`src/rtl/core_status_pkg.sv`:
```
// Register map and bit positions for the core status block, shared with harness and firmware headers.
// Offsets are byte offsets within the block; decode looks only at address bits [4:2].
package core_status_pkg;

  localparam logic [7:0] STATUS_OFFS  = 8'h00;
  localparam logic [7:0] SCRATCH_OFFS = 8'h04;
  localparam logic [7:0] PUSH_OFFS    = 8'h08;
  localparam logic [7:0] POP_OFFS     = 8'h0C;
  localparam logic [7:0] FSTAT_OFFS   = 8'h10;
  localparam logic [7:0] CYCLES_OFFS  = 8'h14;

  localparam int unsigned STATUS_DONE_BIT = 31;
  localparam int unsigned POP_VALID_BIT   = 31;
  localparam int unsigned FSTAT_OVF_BIT   = 31;
  localparam int unsigned FSTAT_FULL_BIT  = 16;

  function automatic logic [2:0] reg_idx(input logic [7:0] offs);
    return offs[4:2];
  endfunction

endpackage

```
`src/rtl/core_status_fifo.sv`:
```
// Generic synchronous FIFO: one-cycle push/pop, head visible combinationally.
// Push when full and pop when empty are ignored; the caller owns overflow reporting.
module core_status_fifo #(
  parameter int unsigned DEPTH = 16,
  parameter int unsigned W     = 8,
  localparam int unsigned AW   = (DEPTH > 1) ? $clog2(DEPTH) : 1,
  localparam int unsigned CW   = $clog2(DEPTH + 1)
) (
  input  logic          clk,
  input  logic          rst_n,
  input  logic          push,
  input  logic          pop,
  input  logic [W-1:0]  wdata,
  output logic [W-1:0]  rdata,
  output logic [CW-1:0] count,
  output logic          full,
  output logic          empty
);

  logic [W-1:0]  mem_q [DEPTH];
  logic [W-1:0]  mem_d [DEPTH];
  logic [AW-1:0] wr_ptr_q, wr_ptr_d;
  logic [AW-1:0] rd_ptr_q, rd_ptr_d;
  logic [CW-1:0] count_q, count_d;
  logic          do_push, do_pop;

  assign full    = (count_q == CW'(DEPTH));
  assign empty   = (count_q == '0);
  assign count   = count_q;
  assign rdata   = mem_q[rd_ptr_q];
  assign do_push = push & ~full;
  assign do_pop  = pop & ~empty;

  // Depth is a power of two, so pointers wrap by natural overflow.
  always_comb begin
    mem_d    = mem_q;
    wr_ptr_d = wr_ptr_q;
    rd_ptr_d = rd_ptr_q;
    count_d  = count_q;
    if (do_push) begin
      mem_d[wr_ptr_q] = wdata;
      wr_ptr_d        = wr_ptr_q + AW'(1);
    end
    if (do_pop) begin
      rd_ptr_d = rd_ptr_q + AW'(1);
    end
    case ({do_push, do_pop})
      2'b10:   count_d = count_q + CW'(1);
      2'b01:   count_d = count_q - CW'(1);
      default: count_d = count_q;
    endcase
  end

  always_ff @(posedge clk or negedge rst_n) begin
    if (!rst_n) begin
      for (int i = 0; i < int'(DEPTH); i++) mem_q[i] <= '0;
      wr_ptr_q <= '0;
      rd_ptr_q <= '0;
      count_q  <= '0;
    end else begin
      mem_q    <= mem_d;
      wr_ptr_q <= wr_ptr_d;
      rd_ptr_q <= rd_ptr_d;
      count_q  <= count_d;
    end
  end

endmodule

```
`src/rtl/core_status_apb.sv`:
```
// APB3 status/debug-character slave polled by the JTAG harness for end of computation.
// Zero wait states (pready tied high); read data and pslverr are combinational in the access phase.
module core_status_apb
  import core_status_pkg::*;
#(
  parameter int unsigned APB_AW     = 12,
  parameter int unsigned FIFO_DEPTH = 16,
  parameter int unsigned CNT_W      = 32
) (
  input  logic              clk_in,
  input  logic              reset,
  input  logic [APB_AW-1:0] paddr,
  input  logic              psel,
  input  logic              penable,
  input  logic              pwrite,
  input  logic [31:0]       pwdata,
  output logic [31:0]       prdata,
  output logic              pready,
  output logic              pslverr,
  output logic              eoc_o,
  output logic              char_irq_o
);

  localparam int unsigned FCW = $clog2(FIFO_DEPTH + 1);

  logic [31:0]      status_q, status_d;
  logic [31:0]      scratch_q, scratch_d;
  logic             done_q, done_d;
  logic             ovf_q, ovf_d;
  logic             eoc_q, eoc_d;
  logic             irq_q, irq_d;
  logic [CNT_W-1:0] cycles_q, cycles_d;

  logic             acc_wr, acc_rd;
  logic [2:0]       idx;
  logic             fifo_push, fifo_pop, fifo_full, fifo_empty;
  logic [7:0]       fifo_head;
  logic [FCW-1:0]   fifo_count;
  logic             unused_addr;

  assign pready      = 1'b1;
  assign acc_wr      = psel & penable & pwrite;
  assign acc_rd      = psel & penable & ~pwrite;
  assign idx         = paddr[4:2];
  assign unused_addr = ^{paddr[APB_AW-1:5], paddr[1:0]};
  assign eoc_o       = eoc_q;
  assign char_irq_o  = irq_q;

  core_status_fifo #(.DEPTH(FIFO_DEPTH), .W(8)) u_fifo (
    .clk   (clk_in),
    .rst_n (reset),
    .push  (fifo_push),
    .pop   (fifo_pop),
    .wdata (pwdata[7:0]),
    .rdata (fifo_head),
    .count (fifo_count),
    .full  (fifo_full),
    .empty (fifo_empty)
  );

  always_comb begin
    status_d  = status_q;
    scratch_d = scratch_q;
    done_d    = done_q;
    ovf_d     = ovf_q;
    prdata    = '0;
    pslverr   = 1'b0;
    fifo_push = 1'b0;
    fifo_pop  = 1'b0;
    if (acc_wr || acc_rd) begin
      case (idx)
        reg_idx(STATUS_OFFS): begin
          prdata = acc_rd ? status_q : '0;
          if (acc_wr) begin
            if (done_q) begin
              pslverr = 1'b1;
            end else begin
              status_d = pwdata;
              done_d   = pwdata[STATUS_DONE_BIT];
            end
          end
        end
        reg_idx(SCRATCH_OFFS): begin
          prdata = acc_rd ? scratch_q : '0;
          if (acc_wr) scratch_d = pwdata;
        end
        reg_idx(PUSH_OFFS): begin
          pslverr = acc_rd | fifo_full;
          if (acc_wr) begin
            fifo_push = ~fifo_full;
            ovf_d     = ovf_q | fifo_full;
          end
        end
        reg_idx(POP_OFFS): begin
          pslverr = acc_wr;
          if (acc_rd && !fifo_empty) begin
            prdata[POP_VALID_BIT] = 1'b1;
            prdata[7:0]           = fifo_head;
            fifo_pop              = 1'b1;
          end
        end
        reg_idx(FSTAT_OFFS): begin
          if (acc_rd) begin
            prdata[FSTAT_OVF_BIT]  = ovf_q;
            prdata[FSTAT_FULL_BIT] = fifo_full;
            prdata[15:0]           = 16'(fifo_count);
          end else begin
            ovf_d = 1'b0;
          end
        end
        reg_idx(CYCLES_OFFS): begin
          pslverr = acc_wr;
          prdata  = acc_rd ? 32'(cycles_q) : '0;
        end
        default: pslverr = 1'b1;
      endcase
    end
    // No increment on the edge done sets, so the frozen value is the run length.
    cycles_d = (done_q || done_d) ? cycles_q : cycles_q + CNT_W'(1);
    eoc_d    = done_q;
    irq_d    = ~fifo_empty;
  end

  always_ff @(posedge clk_in or negedge reset) begin
    if (!reset) begin
      status_q  <= '0;
      scratch_q <= '0;
      done_q    <= 1'b0;
      ovf_q     <= 1'b0;
      eoc_q     <= 1'b0;
      irq_q     <= 1'b0;
      cycles_q  <= '0;
    end else begin
      status_q  <= status_d;
      scratch_q <= scratch_d;
      done_q    <= done_d;
      ovf_q     <= ovf_d;
      eoc_q     <= eoc_d;
      irq_q     <= irq_d;
      cycles_q  <= cycles_d;
    end
  end

endmodule

```
`config.mk`:
```
export PLATFORM = sky130hd
export DESIGN_NAME = core_status_apb
export DESIGN_NICKNAME = d
export VERILOG_FILES = /design/src/rtl/core_status_pkg.sv /design/src/rtl/core_status_fifo.sv /design/src/rtl/core_status_apb.sv
export SDC_FILE = /design/constraint.sdc
export NUM_CORES = 1
export LEC_CHECK = 0
export BUFFER_PORTS_ARGS = -buffer_cell sky130_fd_sc_hd__buf_2
export CAP_MARGIN = 20
export CELL_PAD_IN_SITES_DETAIL_PLACEMENT = 1
export CELL_PAD_IN_SITES_GLOBAL_PLACEMENT = 2
export CORE_MARGIN = 10
export CORE_UTILIZATION = 40
export CTS_CLUSTER_DIAMETER = 80
export CTS_CLUSTER_SIZE = 8
export DETAILED_ROUTE_END_ITERATION = 16
export HOLD_SLACK_MARGIN = 0.05
export PLACE_DENSITY_LB_ADDON = 0.1
export SETUP_SLACK_MARGIN = 0.2
export SYNTH_ARGS = -nofsm -noshare
export SYNTH_HDL_FRONTEND = slang
export SYNTH_SLANG_ARGS = --single-unit
```
`constraint.sdc`:
```
create_clock -name clk_in -period 3.45 [get_ports clk_in]
set_clock_uncertainty 0.1 [all_clocks]
set_input_delay 0.5175 -clock clk_in [delete_from_list [all_inputs] [get_ports clk_in]]
set_output_delay 0.5175 -clock clk_in [all_outputs]
set_load 0.01 [all_outputs]
```
# Yosys cells after proc, flatten, opt, wreduce, memory -nomap -nowiden
# Index checks and enable logic that the tools add are counted.
# word_totals
ff_bits	241
in_bits	49
out_inout_bits	36
elab_cells	104
# op_classes
n_addsub	5
magnitude_cmp	3
eq_ne	9
mux	34
n_bitwise	13
n_reduce_logical	14
# ops
op	count
128-bit bitwise mux	1
32-bit two-way mux	4
14-bit one-hot mux with 3 select lines	1
8-bit one-hot mux with 5 select lines	1
9-bit one-hot mux with 4 select lines	1
32-bit by 1-bit adder with 32-bit output, second input constant	1
8-bit binary-select mux with 4-bit select	1
8-bit demux with 4-bit select	1
8-bit two-way mux	4
17-bit two-way mux	1
1-bit two-way mux	15
5-bit >= comparator, second input constant	2
4-bit inverter with 5-bit output	2
5-bit one-hot mux with 2 select lines	1
4-bit by 1-bit adder with 4-bit output, second input constant	2
3-bit by 2-bit equality test with 1-bit output, second input constant	2
3-bit equality test, second input constant	2
3-bit AND reduction	2
5-bit by 1-bit adder with 5-bit output, second input constant	1
1-bit AND	5
5-bit equality test, second input constant	1
5-bit zero test	1
5-bit by 1-bit < comparator with 1-bit output, second input constant	1
1-bit one-hot mux with 5 select lines	1
other kinds (16)	24

# Logic depth before layout (Yosys ltp)
# depth
ltp_word	9
mapped_depth	14
ltp_nobuf	11

# Cells and area by module
# A second synthesis with hierarchy kept.
# hier_totals
cells_unflattened	910
area_unflattened_um2	11651.2
# modules_own_cells
module	n_inst	cells_each	area_per_inst_um2	seq_area_each_um2
core_status_fifo	1	472	6620.1	3528.4
core_status_apb	1	438	5031.1	2502.4

# Least setup slack after synthesis
# Ideal clock, no wire load.
# synth_path
path_kind	input port to flip-flop
from	in paddr[3]
to	reg u_fifo.count_q[4], in the netlist u_fifo.count[4]
setup_ns	0.079
t_arrival_ns	2.688
t_required_ns	3.271
path_slack_ns	0.583
stages	14
path_buffers	3
path_cell_list	buf_2 > nand3b_2 > a2111oi_4 > buf_6 > inv_1 > ha_1 > clkbuf_1 > xor2_1 > ha_1 > inv_1 > nor3b_1 > o21ai_0 > a21oi_1 > xor2_1
# synth_between
elab_chain_len	6
word_cells_on_any_way	12
classes_between	4 x eq/ne; 5 x mux; 2 x bitwise; 1 x reduce/logical
# synth_rtl
item	line_no	text
from (decl)	core_status_apb.sv:12	input logic [APB_AW-1:0] paddr,
3-bit by 2-bit equality test with 1-bit output	core_status_apb.sv:71	case (idx)
1-bit two-way mux	core_status_apb.sv:71	
1-bit two-way mux	core_status_apb.sv:70	if (acc_wr || acc_rd) begin
1-bit AND (on tied branches)	core_status_fifo.sv:32, core_status_fifo.sv:31	
2-bit by 1-bit equality test with 1-bit output / 2-bit equality test (equally long branches)	core_status_fifo.sv:47	case ({do_push, do_pop})
5-bit one-hot mux with 2 select lines / 2-bit nonzero test (equally long branches)	n/a	
to (signal assigned)	core_status_fifo.sv:64	count_q <= count_d;
to (decl)	core_status_fifo.sv:24	logic [CW-1:0] count_q, count_d;
# Several ways; a longest one is shown, not always the timed one.
# A chain may end at the register's enable or synchronous reset.

# Worst setup path after layout
# layout_path
from	reg u_fifo.count_q[2], in the netlist u_fifo.count[2]
to	out prdata[6]
# layout_between
elab_chain_len	6
# layout_rtl
item	line_no	text
5-bit zero test	core_status_fifo.sv:28	assign empty = (count_q == '0);
1-bit zero test	core_status_apb.sv:96	if (acc_rd && !fifo_empty) begin
1-bit logical AND	core_status_apb.sv:96	
8-bit two-way mux	core_status_apb.sv:96	
8-bit one-hot mux with 5 select lines	core_status_apb.sv:71	
32-bit two-way mux	core_status_apb.sv:70	
to (decl)	core_status_apb.sv:17	output logic [31:0] prdata,
# Every way passes these cells.

==> run summary <==
Pwr Density - 554.9 nW/um^2
1st-iter DRT viols - 211
Family with the most delay on the worst path - simple AND/OR/NAND/NOR gates
Power Total - 7.467 mW
Reg2Reg Setup Slack - 0.57 ns
WP data arrival - 2.47 ns
WS Path Type - flip-flop to output port
Max-slew violation count - 0
Post-DRT Antenna Nets - 0
Largest net degree at the start of global routing - 98
Later-pin clock latency in the skew report - 0.49 ns
Clock Pin Slew Worst Setup and Hold Paths - 0.06 ns
Period utilization - 0.8936
Post-synth EDFFs - 0
FF+latch count, synth - 241
Routability cong. - 0.7659
CP peak stage delay - 0.49 ns
Max Fanout on Critical Path - 9
DP Worst Slack - 0.3747 ns
Final Critical Period - 3.083 ns
Max-slew headroom - 0.3855
Synth warn - 0
CP Launch Type - flip-flop
Least-Margin Pin Slew - 0.9217 ns
Via count - 7179
Post-synth top cells - 241 x dfrtp_1, 194 x mux2_2, 60 x nor2_1, 42 x mux2i_1
Reg2reg path depth - 12
Hold Violations, Final - 0
Post-route setup slack - 0.3672 ns
Share of layout cells above drive strength 1 - 0.4293
Crit-path slowest cell - dfrtp_2
CTS buffer count - 36
Mapped cell area - 11680 sq um
Clk root buf - clkbuf_16
Synth area leader - dfrtp_1
Clock buffer depth - 3
Total grt overflow - 0
Crit path to - prdata[6]
Cell Area, Placed - 12480 sq um
Die X - 190.9 um
P_leak - 6.266 nW
Status - finished, final reports clean
Type of the most critical hold path - input port to flip-flop
Crit path buf inv count - 2
Post-DP HPWL - 19830 um
Critical-path cell list - nor4_4, nand2b_1, nor4bb_2, buf_4, nand2b_2, o221ai_1, buf_2
Sequential share of the synthesized area - 0.5164
Hold depth - 2
Core ar. - 28780 sq um
IO Count - 85
WL/cell - 22.03 um
Critical path data required time - 2.83 ns
Final setup viols - 0
Clk sink count - 241
DR pass1 iterations - 4
Cells after synthesis - 850
Async set-reset flop share out of synthesis - 1.000
Reg-to-reg critical path endpoint - u_fifo.count[4]
P&R area growth vs syn - 15.21%
H-tree levels - 2
Vias in the first global route - 8248
Max VDD drop - 356.2 uV
First-pass GRT wire length - 47270 um
Total track usage - 0.1635
Final Cell Area - 13460 sq um
Die area - 36430 sq um
Crit path depth - 7
Area share of the largest cell type after synthesis - 0.5164
Starting Density - 0.4058
RR Startpoint - u_fifo.count[2]
Top FF cell, synth - dfrtp_1
Worst setup startpoint - u_fifo.count[2]
Count leader, synth - dfrtp_1
WL final - 29060 um
Final net count - 989
# port buffers - 74
Setup TNS - 0 ns
Initial antenna violation count - 1
Core Rows - 62
RSZ-0062 raised after global routing - false
Fin util - 0.4675
Residual DRC - 0
CTS tree - done
Worst Setup End Kind - output port
Syn nets - 908
Die Y - 190.9 um
DR vias/cell - 5.443
Mean Syn Cell Area - 13.74 sq um
Number of distinct library cells after synthesis - 51
Max Cap Viol - 0
Top post-synthesis cells by area - dfrtp_1 52%, mux2_2 19%, mux4_2 7.3%
Maximum clock frequency - 324.4 MHz
-- kinds of logic after synthesis --
kind of cell | after synthesis | synth area share
buffers and inverters | 56 | 0.02250
AND/OR/NAND/NOR | 172 | 0.09289
adder cells (fa/ha/maj) | 9 | 0.009642
other | 1 | 0.0003211
XOR/XNOR | 44 | 0.03300
AO/OA/AOI/OAI | 52 | 0.02796
multiplexers | 275 | 0.2973
flip-flops | 241 | 0.5164
-- where the power goes --
group / internal (mW) / total (mW) / switching (mW)
Clock: 1.85 / 3.05 / 1.20
Sequential: 3.15 / 3.40 / 0.252
Combinational: 0.498 / 1.02 / 0.521
-- worst reg2reg max path: stages (launching register included) --
cell and delay (ns):
dfrtp_2 0.49, nor4_4 0.35, nand2b_1 0.11, nor4bb_2 0.18, buf_4 0.18, ha_1 0.32, xor2_1 0.19, ha_1 0.19
inv_1 0.06, nor3b_1 0.19, o21ai_0 0.12, a21oi_1 0.17, xor2_1 0.16
-- how the worst min path moves through the flow --
| stage | from | to | slack, ns |
|---|---|---|---|
| 2_1_floorplan | reset | char_irq_o | 0.12 |
| 3_3_place_gp | status_q[4] | status_q[4] | 0.37 |
| 3_5_place_dp | u_fifo.mem_q[62] | u_fifo.mem_q[62] | 0.39 |
| 4_1_cts | pwdata[12] | status_q[12] | 0.14 |
| 5_1_grt | pwdata[18] | scratch_q[18] | 0.14 |
| 6_report | pwdata[12] | status_q[12] | 0.16 |
-- state kept, by name (all words and copies together) (netlist names) --
signal           cells
u_fifo.count         5
cycles_q            32
ovf_q                1
u_fifo.mem_q       128
scratch_q           32
u_fifo.rd_ptr_q      4
char_irq_o           1
status_q            32
u_fifo.wr_ptr_q      4
done_q               1
eoc_o                1
-- final cells by class --
type	instances	area [sq um]
Antenna cell	1	2.502
Clock buffer	38	908.4
Clock inverter	3	33.78
Fill cell	2878	15320
Inverter	5	18.77
Multi-Input combinational cell	553	5403
Sequential cell	241	6038
Tap cell	384	480.5
Timing Repair Buffer	94	570.5
-- timing repair --
action | 4_1_cts | 5_1_grt
cloned | 0 | 0
pin swaps | 1 | 0
buffers inserted | 1 | 0
hold endpoints to repair | 93 | 0
hold buffers | 1 | 0
gates resized for setup | 2 | 5
setup endpoints to repair | 8 | 7
-- per-layer routing --
metal,global-route usage,wire length [um],vias to the layer above
met5,0,0,-
met4,0.03937,474,0
met3,0.03200,1179,39
met2,0.2634,13840,123
met1,0.2219,13570,3793
li1,-,-,3224
-- through the flow --
stage               hold WS, ns  cells
floorplan                0.1219    850
global route             0.1383   1318
detailed placement       0.3903   1275
global placement         0.3736   1275
CTS                      0.1394   1318
finish                   0.1617   1319
-- cell usage in the layout, fill, tap and decap left out, types with 5 or more instances in the layout --
master	instances
a21oi_1	31
buf_2	73
buf_4	16
clkbuf_16	36
dfrtp_1	235
dfrtp_2	6
ha_1	9
inv_1	5
mux2_2	194
mux2i_1	42
mux4_2	38
nand2_1	37
nand3_1	11
nand3_4	12
nand4_1	13
nor2_1	60
o21ai_0	8
o221ai_1	8
xnor2_1	31
xor2_1	13
(Power assumes the default switching activity.)
